[config.mk]
export PLATFORM = sky130hd
export DESIGN_NAME = axppa_error_monitor_flat
export DESIGN_NICKNAME = d
export VERILOG_FILES = /design/src/rtl/axppa_error_monitor_pkg.sv /design/src/rtl/axppa_error_monitor_if.sv /design/src/rtl/axppa_error_monitor_abs_diff.sv /design/src/rtl/axppa_error_monitor.sv /design/src/flat_wrapper.sv
export SDC_FILE = /design/constraint.sdc
export NUM_CORES = 1
export LEC_CHECK = 0
export CORE_MARGIN = 2
export CORE_UTILIZATION = 45
export DETAILED_ROUTE_END_ITERATION = 12
export PLACE_DENSITY_LB_ADDON = 0.08
export SYNTH_ARGS = -nofsm -noshare
export SYNTH_HDL_FRONTEND = slang
export SYNTH_SLANG_ARGS = --single-unit
[constraint.sdc]
create_clock -name clk -period 3.1 [get_ports clk]
set_input_delay 0.31 -clock clk [delete_from_list [all_inputs] [get_ports clk]]
set_output_delay 0.31 -clock clk [all_outputs]
set_load 0.03 [all_outputs]
[src/rtl/axppa_error_monitor_pkg.sv]
// Shared definitions for the approximate-adder error monitor.
//   WIDTH_DEF    - default adder operand width (sums carry one extra bit)
//   CNT_W_DEF    - default sample-counter width
//   DRAIN_CYCLES - cycles spent flushing the two-stage datapath after the
//                  last sample of a window
//   state_t      - monitor control states
package axppa_err_pkg;

    localparam int WIDTH_DEF    = 16;
    localparam int CNT_W_DEF    = 20;
    localparam int DRAIN_CYCLES = 2;

    typedef enum logic [1:0] {
        IDLE  = 2'd0,
        RUN   = 2'd1,
        DRAIN = 2'd2,
        DONE  = 2'd3
    } state_t;

endpackage

[src/rtl/axppa_error_monitor_if.sv]
// Sample stream between the adder pair under test and the error monitor.
//   in_valid   - a sample pair is present on exact_sum/approx_sum
//   in_ready   - monitor is in its collection phase and takes the pair
//   exact_sum  - exact adder result, WIDTH+1 bits including carry-out
//   approx_sum - approximate adder result for the same operands
// master: the side producing sums; slave: the monitor.
interface axppa_error_monitor_if
    import axppa_err_pkg::*;
#(
    parameter int WIDTH = WIDTH_DEF
);

    logic             in_valid;
    logic             in_ready;
    logic [WIDTH:0]   exact_sum;
    logic [WIDTH:0]   approx_sum;

    modport master (
        output in_valid,
        output exact_sum,
        output approx_sum,
        input  in_ready
    );

    modport slave (
        input  in_valid,
        input  exact_sum,
        input  approx_sum,
        output in_ready
    );

endinterface

[src/rtl/axppa_error_monitor_abs_diff.sv]
// Combinational absolute difference of two WIDTH+1-bit sums.
//   a, b    - unsigned operands
//   ed      - |a - b|
//   nonzero - high when a differs from b
module axppa_abs_diff
    import axppa_err_pkg::*;
#(
    parameter int WIDTH = WIDTH_DEF
) (
    input  logic [WIDTH:0] a,
    input  logic [WIDTH:0] b,
    output logic [WIDTH:0] ed,
    output logic           nonzero
);

    logic [WIDTH+1:0] a_minus_b;
    logic [WIDTH:0]   b_minus_a;

    // The extra top bit of a_minus_b is the borrow: when set, b is larger
    // and the reversed subtraction already fits in WIDTH+1 bits.
    assign a_minus_b = {1'b0, a} - {1'b0, b};
    assign b_minus_a = b - a;
    assign ed        = a_minus_b[WIDTH+1] ? b_minus_a : a_minus_b[WIDTH:0];
    assign nonzero   = (a != b);

endmodule

[src/rtl/axppa_error_monitor.sv]
// Error-metric accumulator for approximate parallel-prefix adders.
// Over a window of accepted sample pairs it accumulates the error count,
// the sum of error distances and the maximum error distance, then pulses
// done for one cycle. Results hold until the next accepted start.
// Ports:
//   clk, rst     - clock and synchronous active-high reset
//   start        - begin a window (only honoured in IDLE)
//   window       - samples per window, latched with start; 0 finishes at once
//   smp          - sample stream (in_valid/in_ready/exact_sum/approx_sum)
//   busy         - high while collecting or draining
//   done         - one-cycle pulse when results are final
//   err_count    - samples whose sums differ
//   ed_sum       - sum of |exact - approx|
//   max_ed       - largest |exact - approx|
//   sample_count - samples accepted in the current/last window
//   sq_sum       - sum of squared error distances (only with
//                  AXPPA_ERR_MON_SQ_EN defined)
module axppa_error_monitor
    import axppa_err_pkg::*;
#(
    parameter int WIDTH = WIDTH_DEF,
    parameter int CNT_W = CNT_W_DEF,
    parameter int ACC_W = WIDTH + 1 + CNT_W
) (
    input  logic                clk,
    input  logic                rst,
    input  logic                start,
    input  logic [CNT_W-1:0]    window,
    axppa_error_monitor_if.slave smp,
    output logic                busy,
    output logic                done,
    output logic [CNT_W-1:0]    err_count,
    output logic [ACC_W-1:0]    ed_sum,
    output logic [WIDTH:0]      max_ed,
`ifdef AXPPA_ERR_MON_SQ_EN
    output logic [2*(WIDTH+1)+CNT_W-1:0] sq_sum,
`endif
    output logic [CNT_W-1:0]    sample_count
);

    state_t           state;
    state_t           state_next;
    logic [CNT_W-1:0] window_q;
    logic [1:0]       drain_cnt;
    logic             in_ready;
    logic             start_ok;
    logic             accept;
    logic             last_accept;

    logic [WIDTH:0]   ed_comb;
    logic             nz_comb;
    logic             s1_valid;
    logic [WIDTH:0]   s1_ed;
    logic             s1_nz;

    // Acceptance depends only on the state register, keeping the
    // next-state logic free of combinational feedback.
    assign start_ok    = (state == IDLE) && start;
    assign accept      = smp.in_valid && (state == RUN);
    assign last_accept = accept && ((sample_count + CNT_W'(1)) == window_q);
    assign smp.in_ready = in_ready;

    // State register.
    always_ff @(posedge clk) begin
        if (rst) begin
            state <= IDLE;
        end else begin
            state <= state_next;
        end
    end

    // Counts cycles spent in DRAIN; restarts whenever DRAIN is left.
    always_ff @(posedge clk) begin
        if (rst || (state != DRAIN)) begin
            drain_cnt <= '0;
        end else begin
            drain_cnt <= drain_cnt + 2'd1;
        end
    end

    // Next-state and status outputs.
    always_comb begin
        state_next = state;
        in_ready   = 1'b0;
        busy       = 1'b0;
        done       = 1'b0;
        case (state)
            IDLE: begin
                if (start) begin
                    state_next = (window == '0) ? DONE : RUN;
                end
            end
            RUN: begin
                in_ready = 1'b1;
                busy     = 1'b1;
                if (last_accept) begin
                    state_next = DRAIN;
                end
            end
            DRAIN: begin
                busy = 1'b1;
                if (drain_cnt == 2'(DRAIN_CYCLES - 1)) begin
                    state_next = DONE;
                end
            end
            DONE: begin
                done       = 1'b1;
                state_next = IDLE;
            end
            default: begin
                state_next = IDLE;
            end
        endcase
    end

    axppa_abs_diff #(
        .WIDTH   (WIDTH)
    ) u_abs_diff (
        .a       (smp.exact_sum),
        .b       (smp.approx_sum),
        .ed      (ed_comb),
        .nonzero (nz_comb)
    );

    // Stage 1: register the error distance of each accepted pair.
    always_ff @(posedge clk) begin
        if (rst) begin
            s1_valid <= 1'b0;
            s1_ed    <= '0;
            s1_nz    <= 1'b0;
        end else begin
            s1_valid <= accept;
            s1_ed    <= ed_comb;
            s1_nz    <= nz_comb;
        end
    end

    // Stage 2 accumulators plus window bookkeeping. A start in IDLE clears
    // everything; the pipeline is empty then, so it never races an update.
    always_ff @(posedge clk) begin
        if (rst) begin
            window_q     <= '0;
            sample_count <= '0;
            err_count    <= '0;
            ed_sum       <= '0;
            max_ed       <= '0;
        end else if (start_ok) begin
            window_q     <= window;
            sample_count <= '0;
            err_count    <= '0;
            ed_sum       <= '0;
            max_ed       <= '0;
        end else begin
            if (accept) begin
                sample_count <= sample_count + CNT_W'(1);
            end
            if (s1_valid) begin
                ed_sum    <= ed_sum + ACC_W'(s1_ed);
                err_count <= err_count + CNT_W'(s1_nz);
                if (s1_ed > max_ed) begin
                    max_ed <= s1_ed;
                end
            end
        end
    end

`ifdef AXPPA_ERR_MON_SQ_EN
    localparam int SQ_W = 2*(WIDTH+1) + CNT_W;

    logic [2*(WIDTH+1)-1:0] sq_term;

    assign sq_term = {{(WIDTH+1){1'b0}}, s1_ed} * {{(WIDTH+1){1'b0}}, s1_ed};

    // Square accumulates in step with the other stage-2 metrics.
    always_ff @(posedge clk) begin
        if (rst || start_ok) begin
            sq_sum <= '0;
        end else if (s1_valid) begin
            sq_sum <= sq_sum + SQ_W'(sq_term);
        end
    end
`endif

endmodule

[src/flat_wrapper.sv]
// flat-port wrapper written by rule: the top's interface ports become plain ports
module axppa_error_monitor_flat import axppa_err_pkg::*;
#(
    parameter int WIDTH = WIDTH_DEF,
    parameter int CNT_W = CNT_W_DEF,
    parameter int ACC_W = WIDTH + 1 + CNT_W
)
  (clk, rst, start, window, busy, done, err_count, ed_sum, max_ed, sample_count, smp_in_valid, smp_exact_sum, smp_approx_sum, smp_in_ready);
  axppa_error_monitor_if #(.WIDTH(WIDTH)) smp_i ();
  input  logic clk;
  input  logic rst;
  input  logic start;
  input  logic [CNT_W-1:0] window;
  output logic busy;
  output logic done;
  output logic [CNT_W-1:0] err_count;
  output logic [ACC_W-1:0] ed_sum;
  output logic [WIDTH:0] max_ed;
  output logic [CNT_W-1:0] sample_count;
  input wire logic [$bits(smp_i.in_valid)-1:0] smp_in_valid;
  input wire logic [$bits(smp_i.exact_sum)-1:0] smp_exact_sum;
  input wire logic [$bits(smp_i.approx_sum)-1:0] smp_approx_sum;
  output wire logic [$bits(smp_i.in_ready)-1:0] smp_in_ready;
  assign smp_i.in_valid = smp_in_valid;
  assign smp_i.exact_sum = smp_exact_sum;
  assign smp_i.approx_sum = smp_approx_sum;
  assign smp_in_ready = smp_i.in_ready;
  axppa_error_monitor #(.WIDTH(WIDTH), .CNT_W(CNT_W), .ACC_W(ACC_W)) u_core (.clk(clk), .rst(rst), .start(start), .window(window), .smp(smp_i), .busy(busy), .done(done), .err_count(err_count), .ed_sum(ed_sum), .max_ed(max_ed), .sample_count(sample_count));
endmodule
==> results of run 1 <==
==> cell families (layout without fill, tap and decap cells) <==
kind of cell               after synthesis  after routing  share of synthesized area, %
adders and majority gates               79             79                          11.2
buffers and inverters                  124            305                          5.32
DFF                                    137            137                          30.3
muxes                                   33             33                          3.73
and+or+nand+nor                        403            403                          22.1
xor gates and xnor gates                91             91                          8.81
AOI/OAI and AO/OA                      265            265                          18.6
==> worst min-delay path by stage <==
stage	startpoint	endpoint	slack, ns	depth (start not counted)
6_report	rst	u_core.window_q[8]	0.38	2
5_1_grt	rst	u_core.window_q[8]	0.38	2
4_1_cts	rst	u_core.window_q[4]	0.37	2
3_5_place_dp	u_core.drain_cnt[0]	u_core.drain_cnt[0]	0.41	1
3_3_place_gp	u_core.drain_cnt[0]	u_core.drain_cnt[0]	0.41	1
2_1_floorplan	u_core.drain_cnt[0]	u_core.drain_cnt[0]	0.40	1
==> cell type report <==
type | count | area [um^2] | area share (%)
Clock buffer | 17 | 425 | 3.65
Tap cell | 265 | 332 | 2.84
Sequential cell | 137 | 2740 | 23.5
Timing Repair Buffer | 202 | 1900 | 16.3
Clock inverter | 15 | 170 | 1.46
Inverter | 71 | 267 | 2.28
Multi-Input combinational cell | 871 | 5840 | 50.0
==> cell usage in the layout, fill, tap and decap left out, types with 4 or more instances in the layout <==
cell type | netlist | routed
sky130_fd_sc_hd__o21ai_0 | 46 | 46
sky130_fd_sc_hd__and4_1 | 6 | 6
sky130_fd_sc_hd__o21bai_1 | 5 | 5
sky130_fd_sc_hd__o221ai_1 | 4 | 4
sky130_fd_sc_hd__nand2_1 | 99 | 99
sky130_fd_sc_hd__nor4_1 | 9 | 9
sky130_fd_sc_hd__clkinv_8 | 0 | 4
sky130_fd_sc_hd__nor2_1 | 114 | 114
sky130_fd_sc_hd__mux2_2 | 6 | 6
sky130_fd_sc_hd__nor2b_1 | 17 | 17
sky130_fd_sc_hd__o211ai_1 | 7 | 7
sky130_fd_sc_hd__and3_1 | 18 | 18
sky130_fd_sc_hd__nand3_1 | 51 | 51
sky130_fd_sc_hd__nor3_1 | 11 | 11
sky130_fd_sc_hd__ha_1 | 76 | 76
sky130_fd_sc_hd__clkdlybuf4s50_1 | 0 | 153
sky130_fd_sc_hd__inv_1 | 71 | 71
sky130_fd_sc_hd__clkbuf_16 | 0 | 17
sky130_fd_sc_hd__nand2b_1 | 12 | 11
sky130_fd_sc_hd__xnor2_1 | 46 | 46
sky130_fd_sc_hd__a21boi_0 | 6 | 6
sky130_fd_sc_hd__buf_4 | 1 | 48
sky130_fd_sc_hd__mux2i_1 | 27 | 27
sky130_fd_sc_hd__or3_1 | 9 | 9
sky130_fd_sc_hd__inv_6 | 0 | 6
sky130_fd_sc_hd__xor2_1 | 45 | 45
sky130_fd_sc_hd__nand4_1 | 23 | 23
sky130_fd_sc_hd__or2_2 | 5 | 5
sky130_fd_sc_hd__a31oi_1 | 8 | 8
sky130_fd_sc_hd__and2_1 | 12 | 12
sky130_fd_sc_hd__o21a_1 | 10 | 10
sky130_fd_sc_hd__a21oi_1 | 99 | 99
sky130_fd_sc_hd__inv_8 | 0 | 4
sky130_fd_sc_hd__a21o_1 | 35 | 35
sky130_fd_sc_hd__dfxtp_1 | 137 | 137
sky130_fd_sc_hd__a211oi_1 | 12 | 12
sky130_fd_sc_hd__o31ai_1 | 4 | 4
sky130_fd_sc_hd__nand3b_1 | 4 | 4
==> metrics by stage <==
step,std cells,total power [mW],TNS [ns],hold WS (ns),util (%)
floorplan,1132,3.08,0,0.398,-
global placement,1546,3.57,0,0.409,56.5
detailed placement,1546,3.59,-0.0286,0.413,56.5
CTS,1578,5.61,0,0.367,59.6
global route,1578,5.88,0,0.378,59.6
finish,1578,5.56,0,0.377,59.6
==> state kept, by name (all words and copies together) (netlist names) <==
| register | flops |
|---|---|
| u_core.s1_ed | 17 |
| u_core.state | 2 |
| u_core.err_count | 20 |
| u_core.window_q | 20 |
| u_core.max_ed | 17 |
| u_core.ed_sum | 37 |
| u_core.drain_cnt | 2 |
| u_core.s1_nz | 1 |
| u_core.sample_count | 20 |
| u_core.s1_valid | 1 |
==> power breakdown <==
part / internal [mW] / leakage [nW] / switching (mW)
logic: 0.675 / 3.31 / 0.880
registers: 1.87 / 1.11 / 0.124
clock network: 1.09 / 0.289 / 0.924
total: 3.63 / 4.71 / 1.93
==> routing by layer <==
metal  global-route usage [%]  share of wire [%]
met5                        0                  0
met4                     5.25                1.3
met3                     4.17                4.8
met2                     36.5                 46
met1                     29.9                 47
==> summary by stage, run 1 <==
Synth
The share of the Yosys chip area taken by registers is between 30% and 40%. The predominant post-synthesis flop cell is sky130_fd_sc_hd__dfxtp_1. The distinct cell type count after synthesis is between 60 and 70. Yosys printed 0 warnings. Of all flip-flops after synthesis, the portion carrying an async set or reset was 0%. The average instance area after synthesis is 8.00 um^2. Among all cell types in the netlist, the one instantiated most often is sky130_fd_sc_hd__dfxtp_1. The number of synthesized flops with an enable pin is 0. The post-synthesis cell type with the largest combined area is sky130_fd_sc_hd__dfxtp_1. Sorting the synthesized cells by area gives the leading types as sky130_fd_sc_hd__dfxtp_1, sky130_fd_sc_hd__ha_1, sky130_fd_sc_hd__a21oi_1.

The synthesized netlist occupies a cell area of just over 9000 um^2. The number of nets handed over by synthesis was between 1,000 and 1,500. The cell count after synthesis is 1,132. Of the post-synthesis cell area, the dominant cell type holds 30.3%. After synthesis the netlist holds a flip-flop and latch count of 137. The commonest cells after synthesis are sky130_fd_sc_hd__dfxtp_1, sky130_fd_sc_hd__nor2_1, sky130_fd_sc_hd__a21oi_1, sky130_fd_sc_hd__nand2_1, sky130_fd_sc_hd__ha_1.

Setup path
Of all nets on the critical path, the largest fanout is 10. The largest stage delay on the critical path is 0.46 ns. The launch instance of the worst register-to-register path is u_core.s1_ed[0].

Walking the worst path, the cells encountered are ha_1, fa_1, a21oi_1, o211ai_1, o41ai_1, buf_4, o32ai_1, a221o_2, nand3_1, xor2_1, nor2_1. The data arrival time of the critical path is 3.21 ns. The number of buffers and inverters on the critical path is 1. Counting buffers and inverters, the worst setup path is 11 cells deep. The capturing instance or port of the critical path is u_core.ed_sum[18]. The worst reg-to-reg setup slack is 0.20 ns. The worst register-to-register path ends at u_core.ed_sum[18]. Tracing the worst setup path back leads to its startpoint at u_core.s1_ed[0].

Data on the critical path is required at its endpoint by roughly 3.4 ns. The critical path capture point type is a flip-flop. The family of cells with the greatest summed delay on the critical path is compound AO/OA/AOI/OAI gates. The class of the most critical setup path is flip-flop to flip-flop.

The slowest cell on the critical path is sky130_fd_sc_hd__a221o_2. The number of cells on the worst reg-to-reg path is 11. The sort of element at the start of the critical path is a flip-flop.

Drt
Dividing the detail-routed wire length by the instance count gives 14.8 um. The final wirelength is around 23,000 um. In the routed layout, each cell is associated on average with a via count of 5.33. In this run the remaining antenna-violating nets after routing total 0. The first-pass iteration count of the detailed router is 5. After detailed routing, the number of remaining DRC violations is 0.

Summing over every cut layer, the via total after detailed routing is 8,413. For this block, the initial DRC count from the detailed router was 350.

CTS
The clock slew seen by the registers of the worst setup and hold paths is 0.07 ns. The buffer count from post-CTS setup fixing is 0. Counting the buffers created by CTS gives 17. The longest clock path from root to sink contains 2 buffers.

Clock tree synthesis found a total of 137 sinks. Hold repair after CTS inserted 0 buffers. The buffer type at the clock tree root is sky130_fd_sc_hd__clkbuf_16.

The H-tree generated during clock tree synthesis spans 4 levels. The number of gates resized after CTS was 0. At the later pin of the worst-skew pair, clock insertion delay measures 0.42 ns. The TritonCTS clock tree is done.

STA
The clock arrives with 0.0119 ns of skew. The top achievable clock speed is 345 MHz. Setup repair after global routing left no endpoint under its margin. The final-report max-slew violation count is 0.

At the pin with the least slew margin, the transition time is 0.595 ns. The worst path uses 93.4% of the clock period. Setup violations remaining at the end of the flow were counted as 0. For the finished layout, the period the worst path requires is just under 3 ns.

The worst slew margin relative to its limit is about three fifths. Once routing completed, OpenROAD measured the worst setup slack at 0.204 ns. The count of endpoints failing hold in the final timing report was 0.

Outcome
The run finished with clean final reports.

Place
Once detailed placement completed, the half-perimeter wirelength came to between 15,000 and 20,000 um. Buffers placed on the I/O ports in this run total 154. The final estimated routing congestion in global placement is 0.856.

The setup slack after placement is -0.0286 ns. The placed instances occupy a cell area of 11,100 um^2.

Job
Across the run, the number of max-cap violations was 0.

Power and ir drop
The analysis attributes to cell leakage a power of 4.71 nW. In this run the power density over the cells is around 480 nW/um^2. The worst ir drop on vdd is between 0.3 and 0.4 mV.

Die
The die is 146 um wide. The I/O pin count is 155. The die covers between 20,000 and 25,000 um^2. The initial utilization of the core area, before any placement, comes to 46.2%. The die is 146 um tall. The area of the core is between 15,000 and 20,000 um^2. In this run the core area contains 51 standard-cell rows.

Global routing
The number of global-route vias before repair is 8,049. The initial antenna violation count is 0. The residual overflow from global routing is 0. The first global-routing pass estimated 39,300 um of wire. Global routing used 22.1% of the available tracks across all layers. The pin count of the biggest net entering global routing is 37.

Cells and area
The number of nets in the finished design is between 1,000 and 1,500. The area growth from synthesis to layout is 28.9%. Cells with a size suffix above 1 make up 7.92% of the layout. The antenna diode count is 0.

Counting the fill cells in the layout gives 1,843. The total non-filler cell area in the finished layout is 11,700 um^2.

Worst hold path
In this run the worst hold path is classified as primary input to flip-flop.
Note: power is estimated with default switching activity, not from simulation.
==> run 2: changes to the inputs <==
CORE_UTILIZATION = 54   (was 45)
==> summary by stage, run 2 (same netlist as run 1, synthesis figures left out) <==
Outcome
The run finished with clean final reports.

Power and ir drop
Per report_power, the clock group accounts for 37.7% of the total. Net switching is around 32% of the power. The areal power density over the cells is between 400 and 500 nW/um^2. In this run, flip-flops and latches consume 35.1% of the power.

Combinational logic burns 27.2% of the power. VDD sags by at most 0.411 mV. The internal portion of the total power is slightly below 4 mW.

For this design the static power due to leakage is 4.70 nW. The net switching power is 1.84 mW.

Drt
The routed layout has 8,458 vias. The detail route stage leaves a number of antenna-violating nets equal to 0. After detailed routing, the total wire length is 22,700 um. The first detailed-routing pass took 5 iterations. The first routing iteration left 360 violations.

The count of unresolved DRC violations after routing is 0. The ratio of routed vias to standard cells is 5.54. The wire length per cell is around 15 um.

Place
The count of buffers from port buffering is 154. After legalization and detailed placement, the total HPWL measured 17,300 um. The final estimated routing congestion in global placement is between 0.8 and 0.9.

Before CTS, the worst setup slack after placement is -0.0966 ns. The placed instances occupy a cell area of 11,000 um^2. The count of placed standard cells including taps is 1,495.

Setup path
In this run the worst path has a maximum fanout of 10. The largest stage delay on the critical path is around 0.45 ns. The total buffers and inverters traversed by the critical path is 1. The family of cells with the greatest summed delay on the critical path is compound AO/OA/AOI/OAI gates. The critical path capture point type is a flip-flop. The data arrival time of the critical path is ~3.2 ns. The class of the most critical setup path is flip-flop to flip-flop. STA classifies the critical path startpoint as a flip-flop.

The critical path goes through ha_1, fa_1, a21oi_1, o211ai_1, o41ai_1, buf_4, o32ai_1, a221o_2, nand4_1, xor2_1, nor2_1. The required time of the critical path is between 3 and 4 ns. On the critical path, the stage with the largest delay is an instance of sky130_fd_sc_hd__a221o_2.

Die
The die is 133 um tall. Row generation in the floorplan step produced 47 rows. The die covers 17,800 um^2. The floorplan die width is 133 um. The I/O pin count is 155. The area of the core is 16,500 um^2. Once the floorplan was initialized, standard cells occupied 55.0% of the core.

STA
The count of endpoints failing hold in the final timing report is 0. In this run the tightest slew margin relative to its limit is 57.4%. The transition time at the pin with the least slew margin is 0.635 ns. Adding up every negative setup slack in the final design gives 0 ns.

The worst path setup slack after routing is 0.224 ns. Between clock sinks in the finished design, the worst skew comes to 0.0131 ns. The final-report max-slew violation count is 0.

The setup-violating endpoint count in the final report is 0. Of the available clock period, the critical path in the final layout requires between 90 and 100%. Timing would allow up to between 300 and 400 MHz. Setup repair after global routing left no endpoint under its margin. Subtracting the final worst setup slack from the clock period gives approximately 2.9 ns.

Cells and area
The most common cell after layout, fill and taps aside is sky130_fd_sc_hd__clkdlybuf4s50_1. With fillers left out, the area of the finished cells amounts to 11,600 um^2. For this run, the share of the core covered by cells in the final layout is between 70 and 80%. For this run, the number of standard cells in the final layout without fillers is 1,527. Ranked by flip-flop count, first place goes to u_core.ed_sum. Relative to the synthesized area, the layout overhead comes to 28.4%. In the layout the commonest cells are sky130_fd_sc_hd__clkdlybuf4s50_1, sky130_fd_sc_hd__dfxtp_1, sky130_fd_sc_hd__nor2_1. The antenna diode count is 0.

In the final design database the tool counted 1,431 nets. The flip-flop count of the largest register, all copies and words added is 37. The ratio of cells with drive above 1 in the final layout is 7.50%.

Global routing
Entering global routing, the biggest net connects 59 pins. The initial antenna violation count came to 0. The number of global-route vias before repair is 7,863.

The first-pass GRT wire length is 37,600 um. The residual overflow from global routing is 0. The overall track demand over capacity in global routing is approximately a quarter.

CTS
The number of gates resized after CTS is 0. In this run, CTS created clock tree buffers numbering 17. The TritonCTS clock tree is done. The number of sinks handled by clock tree synthesis is 137. The buffer count from post-CTS setup fixing is 0.

The maximum level of the CTS H-tree is 4. The number of buffers added to fix hold violations after cts is 0. The tree is rooted in a sky130_fd_sc_hd__clkbuf_16. For the worst-skew pair, the clock arrives at the later sink with an insertion delay of 0.43 ns. The number of buffers on the longest clock path is 2. After clock tree synthesis, the clock-pin slew on the worst setup and hold paths is 0.06 ns.

Worst hold path
The kind of path behind the tightest hold check is primary input to flip-flop.

Job
The number of maximum-capacitance violations is 0.
run 2: routing by layer:
metal	global-route usage, %	up-vias	share of wire (%)
li1	-	4279	-
met1	34.5	3916	46
met2	42.9	238	47
met3	5.21	25	5.8
met4	6.80	0	1.4
met5	0	-	0
run 2: worst paths after layout:
check / slack (ns) / cells past startpoint / startpoint / end
max: 0.22 / 11 / u_core.ed_sum[0] / u_core.ed_sum[26]
max reg2reg: 0.22 / 11 / u_core.ed_sum[0] / u_core.ed_sum[26]
min reg2reg: 0.45 / 1 / u_core.drain_cnt[0] / u_core.drain_cnt[0]
min: 0.35 / 2 / rst / u_core.s1_ed[0]
run 2: power groups by stage:
stage	registers [mW]	clock network [mW]	logic, mW
6_report	2.00	2.14	1.55
5_1_grt	2.01	2.25	1.72
4_1_cts	2.00	2.18	1.55
3_5_place_dp	2.03	0	1.54
3_3_place_gp	2.03	0	1.51
2_1_floorplan	2.02	0	1.06
run 2: stage by stage:
step / hold WS [ns] / total power [mW]
after floorplan: 0.398 / 3.08
after global placement: 0.409 / 3.54
after detailed placement: 0.440 / 3.57
after CTS: 0.337 / 5.72
after global routing: 0.370 / 5.99
final: 0.350 / 5.69
run 2: layout make-up:
type	count	area [um^2]
clock buffer	18	439
clock inverter	14	184
fill	1389	4850
inverter	71	267
multi-input combinational	871	5840
sequential	137	2740
tap	220	275
timing repair buffer	196	1880
==> run 3: changes to the inputs <==
SLEW_MARGIN = 20   (was unset)
==> results of run 3 <==
Same layout as run 2: the final DEF is identical, and so are final timing and power.
